--- src/rtl/mem_stage_pipe.sv ---
// Memory stage pipeline register: accepts ALU results and loads,
// waits for the memory response and extracts/extends load data.
module mem_stage_pipe #(
    parameter int          DATA_W   = 32,
    parameter logic [31:0] RESET_PC = 32'hbfc00000
) (
    input  logic                clk,
    input  logic                reset,
    input  logic                flush,
    input  logic                in_valid,
    output logic                in_ready,
    input  logic                in_load,
    input  logic [1:0]          in_size,
    input  logic                in_unsigned,
    input  logic [1:0]          in_part,
    input  logic [4:0]          in_dest,
    input  logic [DATA_W-1:0]   in_value,
    input  logic [31:0]         in_pc,
    input  logic [31:0]         in_inst,
    input  logic                rsp_valid,
    input  logic [DATA_W-1:0]   rsp_data,
    output logic                out_valid,
    input  logic                out_ready,
    output logic [4:0]          out_dest,
    output logic [DATA_W-1:0]   out_value,
    output logic [DATA_W/8-1:0] out_wen,
    output logic [31:0]         out_pc,
    output logic [31:0]         out_inst,
    output logic                fwd_pending,
    output logic                rsp_err
);

    localparam int NB    = DATA_W / 8;
    localparam int OFS_W = $clog2(NB);

    localparam logic [1:0] S_EMPTY = 2'd0;
    localparam logic [1:0] S_WAIT  = 2'd1;
    localparam logic [1:0] S_FULL  = 2'd2;
    localparam logic [1:0] S_DRAIN = 2'd3;

    logic [1:0]        state_q, state_d;
    logic              err_q, err_d;
    logic [4:0]        dest_q, dest_d;
    logic [DATA_W-1:0] value_q, value_d;
    logic [NB-1:0]     wen_q, wen_d;
    logic [31:0]       pc_q, pc_d;
    logic [31:0]       inst_q, inst_d;
    logic [1:0]        size_q, size_d;
    logic              uns_q, uns_d;
    logic [1:0]        part_q, part_d;
    logic [2:0]        ofs_q, ofs_d;

    logic              accept;
    logic [DATA_W-1:0] load_value;
    logic [NB-1:0]     load_wen;

    logic [OFS_W-1:0]  lane;
    logic [DATA_W-1:0] shifted;
    logic [DATA_W-1:0] mask;
    logic              sign;
    logic [5:0]        wsh;
    logic [31:0]       word;
    logic [1:0]        j;
    logic [31:0]       pv;
    logic [3:0]        pw;

    assign in_ready    = (state_q == S_EMPTY) | ((state_q == S_FULL) & out_ready);
    assign accept      = in_valid & in_ready & ~flush;
    assign out_valid   = (state_q == S_FULL);
    assign fwd_pending = (state_q == S_WAIT);
    assign rsp_err     = err_q;
    assign out_dest    = dest_q;
    assign out_value   = value_q;
    assign out_wen     = wen_q;
    assign out_pc      = pc_q;
    assign out_inst    = inst_q;

    // Load data extraction: aligned lane select plus extension, or lwl/lwr merge.
    always_comb begin
        lane    = ofs_q[OFS_W-1:0] & ~((OFS_W'(1) << size_q) - OFS_W'(1));
        shifted = rsp_data >> {lane, 3'b000};
        mask    = '1;
        sign    = shifted[DATA_W-1];
        case (size_q)
            2'd0: begin
                mask = DATA_W'(8'hFF);
                sign = shifted[7];
            end
            2'd1: begin
                mask = DATA_W'(16'hFFFF);
                sign = shifted[15];
            end
            2'd2: begin
                mask = DATA_W'(32'hFFFF_FFFF);
                sign = shifted[31];
            end
            default: begin
                mask = '1;
                sign = shifted[DATA_W-1];
            end
        endcase
        wsh  = (DATA_W == 64 && ofs_q[2]) ? 6'd32 : 6'd0;
        word = 32'(rsp_data >> wsh);
        j    = ofs_q[1:0];
        pv   = '0;
        pw   = '0;
        if (part_q == 2'd1) begin
            pv = word << {2'd3 - j, 3'b000};
            pw = 4'hF << (2'd3 - j);
        end else if (part_q == 2'd2) begin
            pv = word >> {j, 3'b000};
            pw = 4'hF >> j;
        end
        if (part_q == 2'd1 || part_q == 2'd2) begin
            load_value = DATA_W'(pv);
            load_wen   = NB'(pw);
        end else begin
            load_value = (shifted & mask) | ((~uns_q & sign) ? ~mask : '0);
            load_wen   = '1;
        end
    end

    // Next-state logic: handshake FSM, field capture and sticky error.
    always_comb begin
        state_d = state_q;
        err_d   = err_q;
        dest_d  = dest_q;
        value_d = value_q;
        wen_d   = wen_q;
        pc_d    = pc_q;
        inst_d  = inst_q;
        size_d  = size_q;
        uns_d   = uns_q;
        part_d  = part_q;
        ofs_d   = ofs_q;
        case (state_q)
            S_EMPTY: begin
                if (accept) state_d = in_load ? S_WAIT : S_FULL;
            end
            S_WAIT: begin
                if (flush) begin
                    state_d = rsp_valid ? S_EMPTY : S_DRAIN;
                end else if (rsp_valid) begin
                    state_d = S_FULL;
                    value_d = load_value;
                    wen_d   = load_wen;
                end
            end
            S_FULL: begin
                if (flush) state_d = S_EMPTY;
                else if (accept) state_d = in_load ? S_WAIT : S_FULL;
                else if (out_ready) state_d = S_EMPTY;
            end
            default: begin
                if (rsp_valid) state_d = S_EMPTY;
            end
        endcase
        if (accept) begin
            dest_d  = in_dest;
            value_d = in_value;
            wen_d   = '1;
            pc_d    = in_pc;
            inst_d  = in_inst;
            size_d  = in_size;
            uns_d   = in_unsigned;
            part_d  = in_part;
            ofs_d   = in_value[2:0];
        end
        if (rsp_valid && (state_q == S_EMPTY || state_q == S_FULL)) err_d = 1'b1;
    end

    // State and output registers with asynchronous reset.
    always_ff @(posedge clk or posedge reset) begin
        if (reset) begin
            state_q <= S_EMPTY;
            err_q   <= 1'b0;
            dest_q  <= '0;
            value_q <= '0;
            wen_q   <= '0;
            pc_q    <= RESET_PC;
            inst_q  <= '0;
            size_q  <= '0;
            uns_q   <= 1'b0;
            part_q  <= '0;
            ofs_q   <= '0;
        end else begin
            state_q <= state_d;
            err_q   <= err_d;
            dest_q  <= dest_d;
            value_q <= value_d;
            wen_q   <= wen_d;
            pc_q    <= pc_d;
            inst_q  <= inst_d;
            size_q  <= size_d;
            uns_q   <= uns_d;
            part_q  <= part_d;
            ofs_q   <= ofs_d;
        end
    end

endmodule

--- config.mk ---
export PLATFORM = sky130hd
export DESIGN_NAME = mem_stage_pipe
export DESIGN_NICKNAME = d
export VERILOG_FILES = /design/src/rtl/mem_stage_pipe.sv
export SDC_FILE = /design/constraint.sdc
export NUM_CORES = 1
export LEC_CHECK = 0
export ABC_AREA = 1
export ABC_CLOCK_PERIOD_IN_PS = 5300
export CAP_MARGIN = 20
export CORE_UTILIZATION = 44
export CTS_CLUSTER_SIZE = 20
export DETAILED_ROUTE_END_ITERATION = 7
export PLACE_DENSITY_LB_ADDON = 0.12
export SYNTH_ARGS = -nofsm -noshare
export SYNTH_HDL_FRONTEND = slang
export SYNTH_SLANG_ARGS = --single-unit
--- constraint.sdc ---
create_clock -name clk -period 5.3 [get_ports clk]
set_input_delay 1.06 -clock clk [delete_from_list [all_inputs] [get_ports clk]]
set_output_delay 1.06 -clock clk [all_outputs]
set_load 0.005 [all_outputs]
After elaboration in Yosys (flattened, before gate mapping)
Index checks and enable logic that the tools add are counted.
- add/sub/neg operators: 2
- eq/ne operators: 9
- shifts and indexed selects: 6
- mux-type cells: 27
- bitwise logic cells: 12
- reduce and logical (&&, ||, !) cells: 10
- operator list (cell ; number):
    $mux W32 ; 8
    $pmux W32 S2 ; 1
    $shr A32 B5 Y32 ; 2
    $and A32 B32 Y32 ; 1
    $not A32 Y32 ; 1
    $or A32 B32 Y32 ; 1
    $shl A32 B5 Y32 ; 1
    $mux W4 ; 7
    $mux W2 ; 9
    $eq A2 B1 Y1 const B ; 3
    $pmux W2 S3 ; 1
    $and A1 B1 Y1 ; 4
    $eq A2 B2 Y1 const B ; 2
    $logic_not A2 Y1 ; 2
    $ne A4 B2 Y1 const B ; 1
    $reduce_and A4 Y1 ; 1
    $reduce_bool A2 Y1 ; 2
    $reduce_bool A4 Y1 ; 1
    $shl A4 B2 Y4 const A ; 1
    $shr A4 B2 Y4 const A ; 1
    $ne A3 B3 Y1 const B ; 1
    $reduce_and A3 Y1 ; 1
    $and A2 B2 Y2 ; 1
    $logic_or A1 B1 Y1 ; 2
    10 further kinds ; 11
- register bits: 115
- input port bits: 145
- output and inout bits: 109
- word-level logic and storage cells: 77

Logic depth before layout (Yosys ltp)
Gate-level depths: netlist of the first run.
- depth after elaboration: 14
- depth in mapped cells: 13
- depth with buffers taken out: 12

Least setup slack after synthesis of the first run
No wires, ideal clock.
- path type: input to output
- start point: input out_ready
- end point: output in_ready
- arrival: 1212 ps
- required time: 4240 ps
- slack: 3028 ps
- stages on the path: 2
- buffers on the path: 0
- cells stage by stage: nor2_1 -> nor2_1
- word-level cells in the longest chain between the ends: 2
- ends and longest elaborated chain (what ; line ; RTL):
    start, declared ; 23 ; input logic out_ready,
    $and A1 B1 Y1 ; 67 ; assign in_ready = (state_q == S_EMPTY) | ((state_q == S_FULL) & out_ready);
    $or A1 B1 Y1 ; 67 ;
    end, declared ; 11 ; output logic in_ready,
Every way passes these cells.

Final worst setup path of the first run
Same ends and word-level chain as after synthesis.

==> results of run 1 <==
-- power by group --
| part | total [mW] | internal, mW | switching, mW | leakage [nW] |
|---|---|---|---|---|
| sequential | 1.60 | 1.31 | 0.291 | 1.40 |
| clock | 1.20 | 0.779 | 0.417 | 0.300 |
| combinational | 2.94 | 1.35 | 1.58 | 2.82 |
| total | 5.73 | 3.44 | 2.29 | 4.52 |
-- Yosys cell counts --
| master | count | area share [%] |
|---|---|---|
| sky130_fd_sc_hd__nand2_1 | 380 | 22 |
| sky130_fd_sc_hd__dfrtp_1 | 106 | 41 |
| sky130_fd_sc_hd__o21ai_0 | 77 | 6.0 |
| sky130_fd_sc_hd__inv_1 | 64 | 3.7 |
| sky130_fd_sc_hd__nand3_1 | 58 | 4.5 |
| sky130_fd_sc_hd__nor2_1 | 39 | 2.3 |
| sky130_fd_sc_hd__a21oi_1 | 23 | 1.8 |
| sky130_fd_sc_hd__buf_2 | 21 | 1.6 |
| sky130_fd_sc_hd__clkbuf_1 | 20 | 1.2 |
| sky130_fd_sc_hd__o211ai_1 | 20 | 2.3 |
| sky130_fd_sc_hd__a22o_1 | 15 | 2.0 |
| sky130_fd_sc_hd__dfstp_2 | 9 | 3.7 |
| sky130_fd_sc_hd__o21bai_1 | 8 | 0.93 |
| sky130_fd_sc_hd__buf_4 | 6 | 0.70 |
| sky130_fd_sc_hd__o2111ai_1 | 5 | 0.68 |
| sky130_fd_sc_hd__o221ai_1 | 5 | 0.68 |
| sky130_fd_sc_hd__a31oi_1 | 3 | 0.29 |
| sky130_fd_sc_hd__a41oi_1 | 3 | 0.41 |
| sky130_fd_sc_hd__buf_1 | 3 | 0.18 |
| sky130_fd_sc_hd__inv_2 | 3 | 0.18 |
| sky130_fd_sc_hd__a22oi_1 | 2 | 0.23 |
| sky130_fd_sc_hd__ha_1 | 2 | 0.39 |
| sky130_fd_sc_hd__nand2_2 | 2 | 0.19 |
| sky130_fd_sc_hd__nand3_2 | 2 | 0.31 |
| sky130_fd_sc_hd__nor2_4 | 2 | 0.35 |
| sky130_fd_sc_hd__o21ai_1 | 2 | 0.16 |
| sky130_fd_sc_hd__o22ai_1 | 2 | 0.19 |
| sky130_fd_sc_hd__a211oi_1 | 1 | 0.12 |
| sky130_fd_sc_hd__a21o_1 | 1 | 0.12 |
| sky130_fd_sc_hd__a32oi_1 | 1 | 0.14 |
| sky130_fd_sc_hd__buf_6 | 1 | 0.18 |
| sky130_fd_sc_hd__clkinv_1 | 1 | 0.058 |
| sky130_fd_sc_hd__nand2_4 | 1 | 0.18 |
| sky130_fd_sc_hd__nand3_4 | 1 | 0.27 |
| sky130_fd_sc_hd__nand4_1 | 1 | 0.097 |
| sky130_fd_sc_hd__nor2_2 | 1 | 0.097 |
| sky130_fd_sc_hd__nor3_1 | 1 | 0.078 |
| sky130_fd_sc_hd__o21a_1 | 1 | 0.12 |
| sky130_fd_sc_hd__o31ai_1 | 1 | 0.12 |
-- critical path: cells and delay by family --
family,cells,cell delay (ns)
buffers and inverters,2,1.00
and+or+nand+nor,2,0.18
-- routing by layer --
layer | vias to the layer above | track usage (%) | wire, um
met5 | - | 0 | 0
met4 | 0 | 14.5 | 789
met3 | 60 | 8.03 | 2220
met2 | 417 | 46.2 | 10100
met1 | 3227 | 38.2 | 9010
li1 | 3365 | - | -
-- placed cells by master, fill, tap and decap left out, types with 2 or more instances in the layout --
cell                              count
sky130_fd_sc_hd__a41oi_1              3
sky130_fd_sc_hd__a21oi_1             23
sky130_fd_sc_hd__nand2_2              2
sky130_fd_sc_hd__o21ai_1              2
sky130_fd_sc_hd__ha_1                 2
sky130_fd_sc_hd__inv_2                3
sky130_fd_sc_hd__nand2_1            380
sky130_fd_sc_hd__o221ai_1             5
sky130_fd_sc_hd__buf_4                7
sky130_fd_sc_hd__clkinv_4             2
sky130_fd_sc_hd__a22o_1              15
sky130_fd_sc_hd__o21ai_0             77
sky130_fd_sc_hd__nand3_1             57
sky130_fd_sc_hd__clkbuf_16           17
sky130_fd_sc_hd__inv_1               62
sky130_fd_sc_hd__nor2_4               2
sky130_fd_sc_hd__o211ai_1            20
sky130_fd_sc_hd__a22oi_1              2
sky130_fd_sc_hd__clkinvlp_4           2
sky130_fd_sc_hd__o2111ai_1            5
sky130_fd_sc_hd__nor2_1              39
sky130_fd_sc_hd__nand3_2              3
sky130_fd_sc_hd__clkinv_2             3
sky130_fd_sc_hd__o22ai_1              2
sky130_fd_sc_hd__a31oi_1              3
sky130_fd_sc_hd__bufinv_16            3
sky130_fd_sc_hd__clkdlybuf4s50_1    253
sky130_fd_sc_hd__dfstp_2              9
sky130_fd_sc_hd__o21bai_1             8
sky130_fd_sc_hd__inv_6                2
sky130_fd_sc_hd__dfrtp_1            106
sky130_fd_sc_hd__clkbuf_8             3
-- cells by family after synthesis --
group                      after synthesis  synth area share (%)
and+or+nand+nor                        488                  30.5
adders and majority gates                2                 0.389
buffers and inverters                  119                  7.82
DFF                                    115                  44.9
AOI/OAI and AO/OA                      170                  16.3
-- flip-flops by register name, summed over array words and instances, names as in the netlist --
name	flops
uns_q	1
out_inst	32
out_value	32
rsp_err	1
out_dest	5
part_q	2
state_q	2
out_wen	4
out_pc	32
ofs_q	2
size_q	2
-- worst paths after layout --
| check | to | slack [ns] |
|---|---|---|
| max | in_ready | 1.99 |
| min | out_pc[26] | 0.47 |
| max reg2reg | out_value[2] | 2.20 |
| min reg2reg | out_pc[26] | 0.47 |
| max in group asynchronous | out_pc[25] | 3.26 |
| min in group asynchronous | out_dest[3] | 1.08 |
-- layout make-up --
| cell class | instances | area, sq um |
|---|---|---|
| fillers | 1223 | 4470 |
| multi-input cells | 660 | 3050 |
| flip-flops and latches | 115 | 2890 |
| repair buffers | 260 | 2580 |
| clock buffers | 21 | 470 |
| inverters | 68 | 259 |
| well taps | 180 | 225 |
| clock inverters | 11 | 150 |
==> metrics.log, run 1 <==
INFO  metric run_status = finished, final reports clean
INFO  metric port_buffers = 253
INFO  metric crit_path_start = out_ready
INFO  metric timing.slew.headroom = between 30% and 40%
INFO  metric route.detailed.drc = 0
INFO  metric final_hpwl_from_detailed_placement = 15300 um
INFO  metric cts_root_buffer = sky130_fd_sc_hd__clkbuf_16
INFO  metric cts_max_level = 4
INFO  metric fmax = 0.303 GHz
INFO  metric wl = ~22000 um
INFO  metric drive_above_1_share = roughly 5.5%
INFO  metric route.detailed.vias_per_inst = 5.38
INFO  metric post_layout_nonfiller_instances = 1315
INFO  metric tritoncts.num_buffers = 17
INFO  metric finalNetCount = 1269
INFO  metric postLayoutCellArea = between 9000 and 10000 sq um
INFO  metric holdBufCountCts = 0
INFO  metric route.antenna.remaining_nets = 0
INFO  metric drt-pass1-iter-count = 8
INFO  metric final.setup_skew = 0.00691 ns
INFO  metric grt_usage = 29.7%
INFO  metric fp.dieH = 123 um
INFO  metric cp_cell_sequence = clkdlybuf4s50_1 -> nor2_1 -> nor2_1 -> clkdlybuf4s50_1
INFO  metric post-route-util = 68.3%
INFO  metric crit_slowest_cell = sky130_fd_sc_hd__clkdlybuf4s50_1
INFO  metric critPathRequiredTime = around 4.2 ns
INFO  metric setup_total_neg_slack = 0 ns
INFO  metric first_global_vias = 6533
INFO  metric hold_path_startpoint = out_pc[26]
INFO  metric pre_cts_ws = 1.98 ns
INFO  metric gp_routability_congestion = 0.958
INFO  metric die_area = 15100 sq um
INFO  metric synth.yosys.warnings = 0
INFO  metric num_rows = 43
INFO  metric cts_tree = built
INFO  metric syn_avg_cell_area = 7.20 sq um
INFO  metric synth-seq-area-share = 44.9%
INFO  metric timing.hold.ws = 0.469 ns
INFO  metric clk_path_buf_depth = 2
INFO  metric timing.setup.critical_path_class = input pin to output pin
INFO  metric netlist_instances = 894
INFO  metric minimum_period_implied_by_the_final_worst_setup_slack = 3.31 ns
INFO  metric cell_area_after_technology_mapping = 6430 sq um
INFO  metric place_inst = around 1.3k
INFO  metric crit_path_max_fanout = 2
INFO  metric netlist-cell-type-count = 39
INFO  metric grt_first_pass_wirelength = 33800 um
INFO  metric timing.rr.start = part_q[1]
INFO  metric synth.ff_latch_count = 115
INFO  metric dpl_cell_area = 9000 sq um
INFO  metric maxCapViolCount = 0
INFO  metric final-setup-viol-count = 0
INFO  metric slowest_delay = 0.52 ns
INFO  metric drt_first_iter_violations = 606
INFO  metric hold_depth = 2
INFO  metric antenna-diode-count = 0
INFO  metric final-hold-violation-count = 0
INFO  metric post_cts_setup_buffers = 0
INFO  metric die_width = approximately 120 um
INFO  metric syn_to_final_growth = 49.6%
INFO  metric grt_start_max_net_pins = 79
INFO  metric cp-end-kind = output pin
INFO  metric io_pins = 254
INFO  metric number_of_antenna_violations_at_the_first_check_in_global_routing = 0
INFO  metric worst-endpoint-arrival = roughly 2.3 ns
INFO  metric initial_utilization = 45.6%
INFO  metric wl_per_cell = 16.8 um
INFO  metric finalPower = 5.73 mW
INFO  metric grt.overflow.total = 0
INFO  metric cellLeakagePower = 4.52 nW
INFO  metric power_density = 596 nW/um^2
INFO  metric timing.final.crit_share = 62.4%
INFO  metric core_region_area = 14100 sq um
INFO  metric path_depth_of_the_worst_reg2reg_path = 8
INFO  metric actual_slew_at_the_worst_max_slew_pin = 1.01 ns
INFO  metric worstSetupStartpointType = input pin
INFO  metric clock_sinks = approximately 120
INFO  metric cts_repair_resize_count = 0
INFO  metric rsz0062_at_grt = no
INFO  metric slew_violations = 0
INFO  metric synth_fp_nets = 1041
INFO  metric postLayoutSetupSlackWorst = 1.99 ns
INFO  metric clkLatencyLatePin = roughly 0.41 ns
INFO  metric vdd_ir_drop_max = roughly 0.41 mV
INFO  metric clkSlewWorstSetupHoldPaths = approximately 0.05 ns
INFO  metric min_path_type = flop to flop
INFO  metric via_total_after_detailed_routing = approximately 7.1k
No activity file was read; power rests on OpenSTA's default activity.
==> run 2: changes to the inputs <==
--- a/config.mk
+++ b/config.mk
@@ -6,7 +6,7 @@
 export NUM_CORES = 1
 export LEC_CHECK = 0
 export ABC_AREA = 1
-export ABC_CLOCK_PERIOD_IN_PS = 5300
+export ABC_CLOCK_PERIOD_IN_PS = 3300
 export CAP_MARGIN = 20
 export CORE_UTILIZATION = 44
 export CTS_CLUSTER_SIZE = 20
==> constraint.sdc (replaced) <==
create_clock -name clk -period 3.3 [get_ports clk]
set_input_delay 0.66 -clock clk [delete_from_list [all_inputs] [get_ports clk]]
set_output_delay 0.66 -clock clk [all_outputs]
set_load 0.005 [all_outputs]
==> metrics.log, run 2 (same netlist as run 1, synthesis figures left out) <==
INFO  metric fmax = between 0.3 and 0.4 GHz
INFO  metric cts_max_level = 4
INFO  metric post_layout_nonfiller_instances = 1331
INFO  metric rsz0062_at_grt = no
INFO  metric die_area = about 15000 sq um
INFO  metric cts_repair_resize_count = 0
INFO  metric timing.final.crit_share = roughly three quarters
INFO  metric clk_path_buf_depth = 2
INFO  metric minimum_period_implied_by_the_final_worst_setup_slack = about 2.5 ns
INFO  metric core_region_area = 14100 sq um
INFO  metric die_width = 123 um
INFO  metric route.detailed.drc = 0
INFO  metric via_total_after_detailed_routing = 7081
INFO  metric cts_root_buffer = sky130_fd_sc_hd__clkbuf_16
INFO  metric num_rows = between 40 and 50
INFO  metric worstSetupStartpointType = input pin
INFO  metric cellLeakagePower = 4.58 nW
INFO  metric timing.slew.headroom = between 40% and 50%
INFO  metric tritoncts.num_buffers = 17
INFO  metric pre_cts_ws = 0.721 ns
INFO  metric layout.cells.most_common_list = sky130_fd_sc_hd__nand2_1 (380), sky130_fd_sc_hd__clkdlybuf4s50_1 (253), sky130_fd_sc_hd__dfrtp_1 (106), sky130_fd_sc_hd__o21ai_0 (77), sky130_fd_sc_hd__inv_1 (62)
INFO  metric share_comb_of_total_power = about 53%
INFO  metric post-route-util = 69.0%
INFO  metric p_int = 5.46 mW
INFO  metric power.switching_fraction = 40.7%
INFO  metric cts_tree = built
INFO  metric finalNetCount = 1285
INFO  metric layout_commonest_cell = sky130_fd_sc_hd__nand2_1
INFO  metric cp-end-kind = output pin
INFO  metric switching_power = 3.74 mW
INFO  metric critPathRequiredTime = 2.64 ns
INFO  metric grt_usage = between 20% and 30%
INFO  metric slew_violations = 0
INFO  metric actual_slew_at_the_worst_max_slew_pin = about 0.86 ns
INFO  metric maxCapViolCount = 0
INFO  metric clock_power_share = 19.3%
INFO  metric initial_utilization = 45.6%
INFO  metric min_path_type = flop to flop
INFO  metric postLayoutSetupSlackWorst = 0.786 ns
INFO  metric vdd_ir_drop_max = 0.549 mV
INFO  metric timing.setup.critical_path_class = input pin to output pin
INFO  metric final-setup-viol-count = 0
INFO  metric drt_first_iter_violations = 601
INFO  metric place_inst = 1299
INFO  metric grt_start_max_net_pins = 116
INFO  metric run_status = finished, final reports clean
INFO  metric syn_to_final_growth = 51.2%
INFO  metric final-hold-violation-count = 0
INFO  metric final.setup_skew = between 0.008 and 0.009 ns
INFO  metric route.detailed.vias_per_inst = 5.32
INFO  metric fp.dieH = 123 um
INFO  metric route.antenna.remaining_nets = 0
INFO  metric wl = roughly 23000 um
INFO  metric drt-pass1-iter-count = 5
INFO  metric final_hpwl_from_detailed_placement = approximately 16000 um
INFO  metric holdBufCountCts = 0
INFO  metric dpl_cell_area = 9150 sq um
INFO  metric drive_above_1_share = under 10%
INFO  metric crit_path_max_fanout = 2
INFO  metric grt.overflow.total = 0
INFO  metric gp_routability_congestion = 0.947
INFO  metric first_global_vias = 6561
INFO  metric number_of_antenna_violations_at_the_first_check_in_global_routing = 0
INFO  metric grt_first_pass_wirelength = 34300 um
INFO  metric wl_per_cell = 16.9 um
INFO  metric port_buffers = 253
INFO  metric clkLatencyLatePin = 0.42 ns
INFO  metric postLayoutCellArea = around 9700 sq um
INFO  metric seqPwrFrac = 27.5%
INFO  metric clkSlewWorstSetupHoldPaths = approximately 0.060 ns
INFO  metric power_density = about 950 nW/um^2
INFO  metric post_cts_setup_buffers = 0
INFO  metric io_pins = 254
INFO  metric clock_sinks = approximately 120
INFO  metric antenna-diode-count = 0
INFO  metric worst-endpoint-arrival = 1.85 ns
INFO  metric setup_total_neg_slack = 0 ns
run 2: layout make-up:
class | count | area, sq um
multi-input cells | 660 | 3050
fillers | 1241 | 4370
flip-flops and latches | 115 | 2890
well taps | 180 | 225
repair buffers | 276 | 2730
clock inverters | 13 | 124
inverters | 68 | 260
clock buffers | 19 | 453
run 2: path summary, 6_finish.rpt:
path                                 start             to  slack [ns]  cells after the start
min in group asynchronous            reset  out_value[23]        0.78                      3
max in group asynchronous            reset      part_q[0]        2.08                      3
worst min-delay path            out_pc[24]     out_pc[24]        0.47                      2
worst max register to register   part_q[1]   out_value[4]        0.80                      8
worst min register to register  out_pc[24]     out_pc[24]        0.47                      2
worst max-delay path             out_ready       in_ready        0.79                      4
run 2: worst max-delay path, cell delays in order:
cell	delay, ns
sky130_fd_sc_hd__clkdlybuf4s50_1	0.48
sky130_fd_sc_hd__nor2_1	0.05
sky130_fd_sc_hd__nor2_1	0.14
sky130_fd_sc_hd__clkdlybuf4s50_1	0.52
run 2: power groups by stage:
stage                     combinational (mW)  sequential (mW)  clock (mW)
after detailed placement                4.82             2.53           0
after global routing                    5.36             2.61        1.87
after CTS                               4.85             2.53        1.80
after floorplan                         2.50             2.53           0
final                                   4.90             2.53        1.78
after global placement                  4.76             2.53           0
run 2: layer usage:
metal  global-route usage (%)  vias to the layer above  part of all wire (%)
li1                         -                     3399                     -
met1                     39.4                     3202                    41
met4                     14.2                        0                   3.4
met2                     46.5                      418                    45
met5                        0                        -                     0
met3                     7.38                       62                    11
run 2: stage by stage:
| step | hold WS (ns) | power, mW |
|---|---|---|
| 2_1_floorplan | 0.457 | 5.02 |
| 3_3_place_gp | 0.456 | 7.29 |
| 3_5_place_dp | 0.458 | 7.36 |
| 4_1_cts | 0.469 | 9.19 |
| 5_1_grt | 0.492 | 9.84 |
| 6_report | 0.466 | 9.20 |
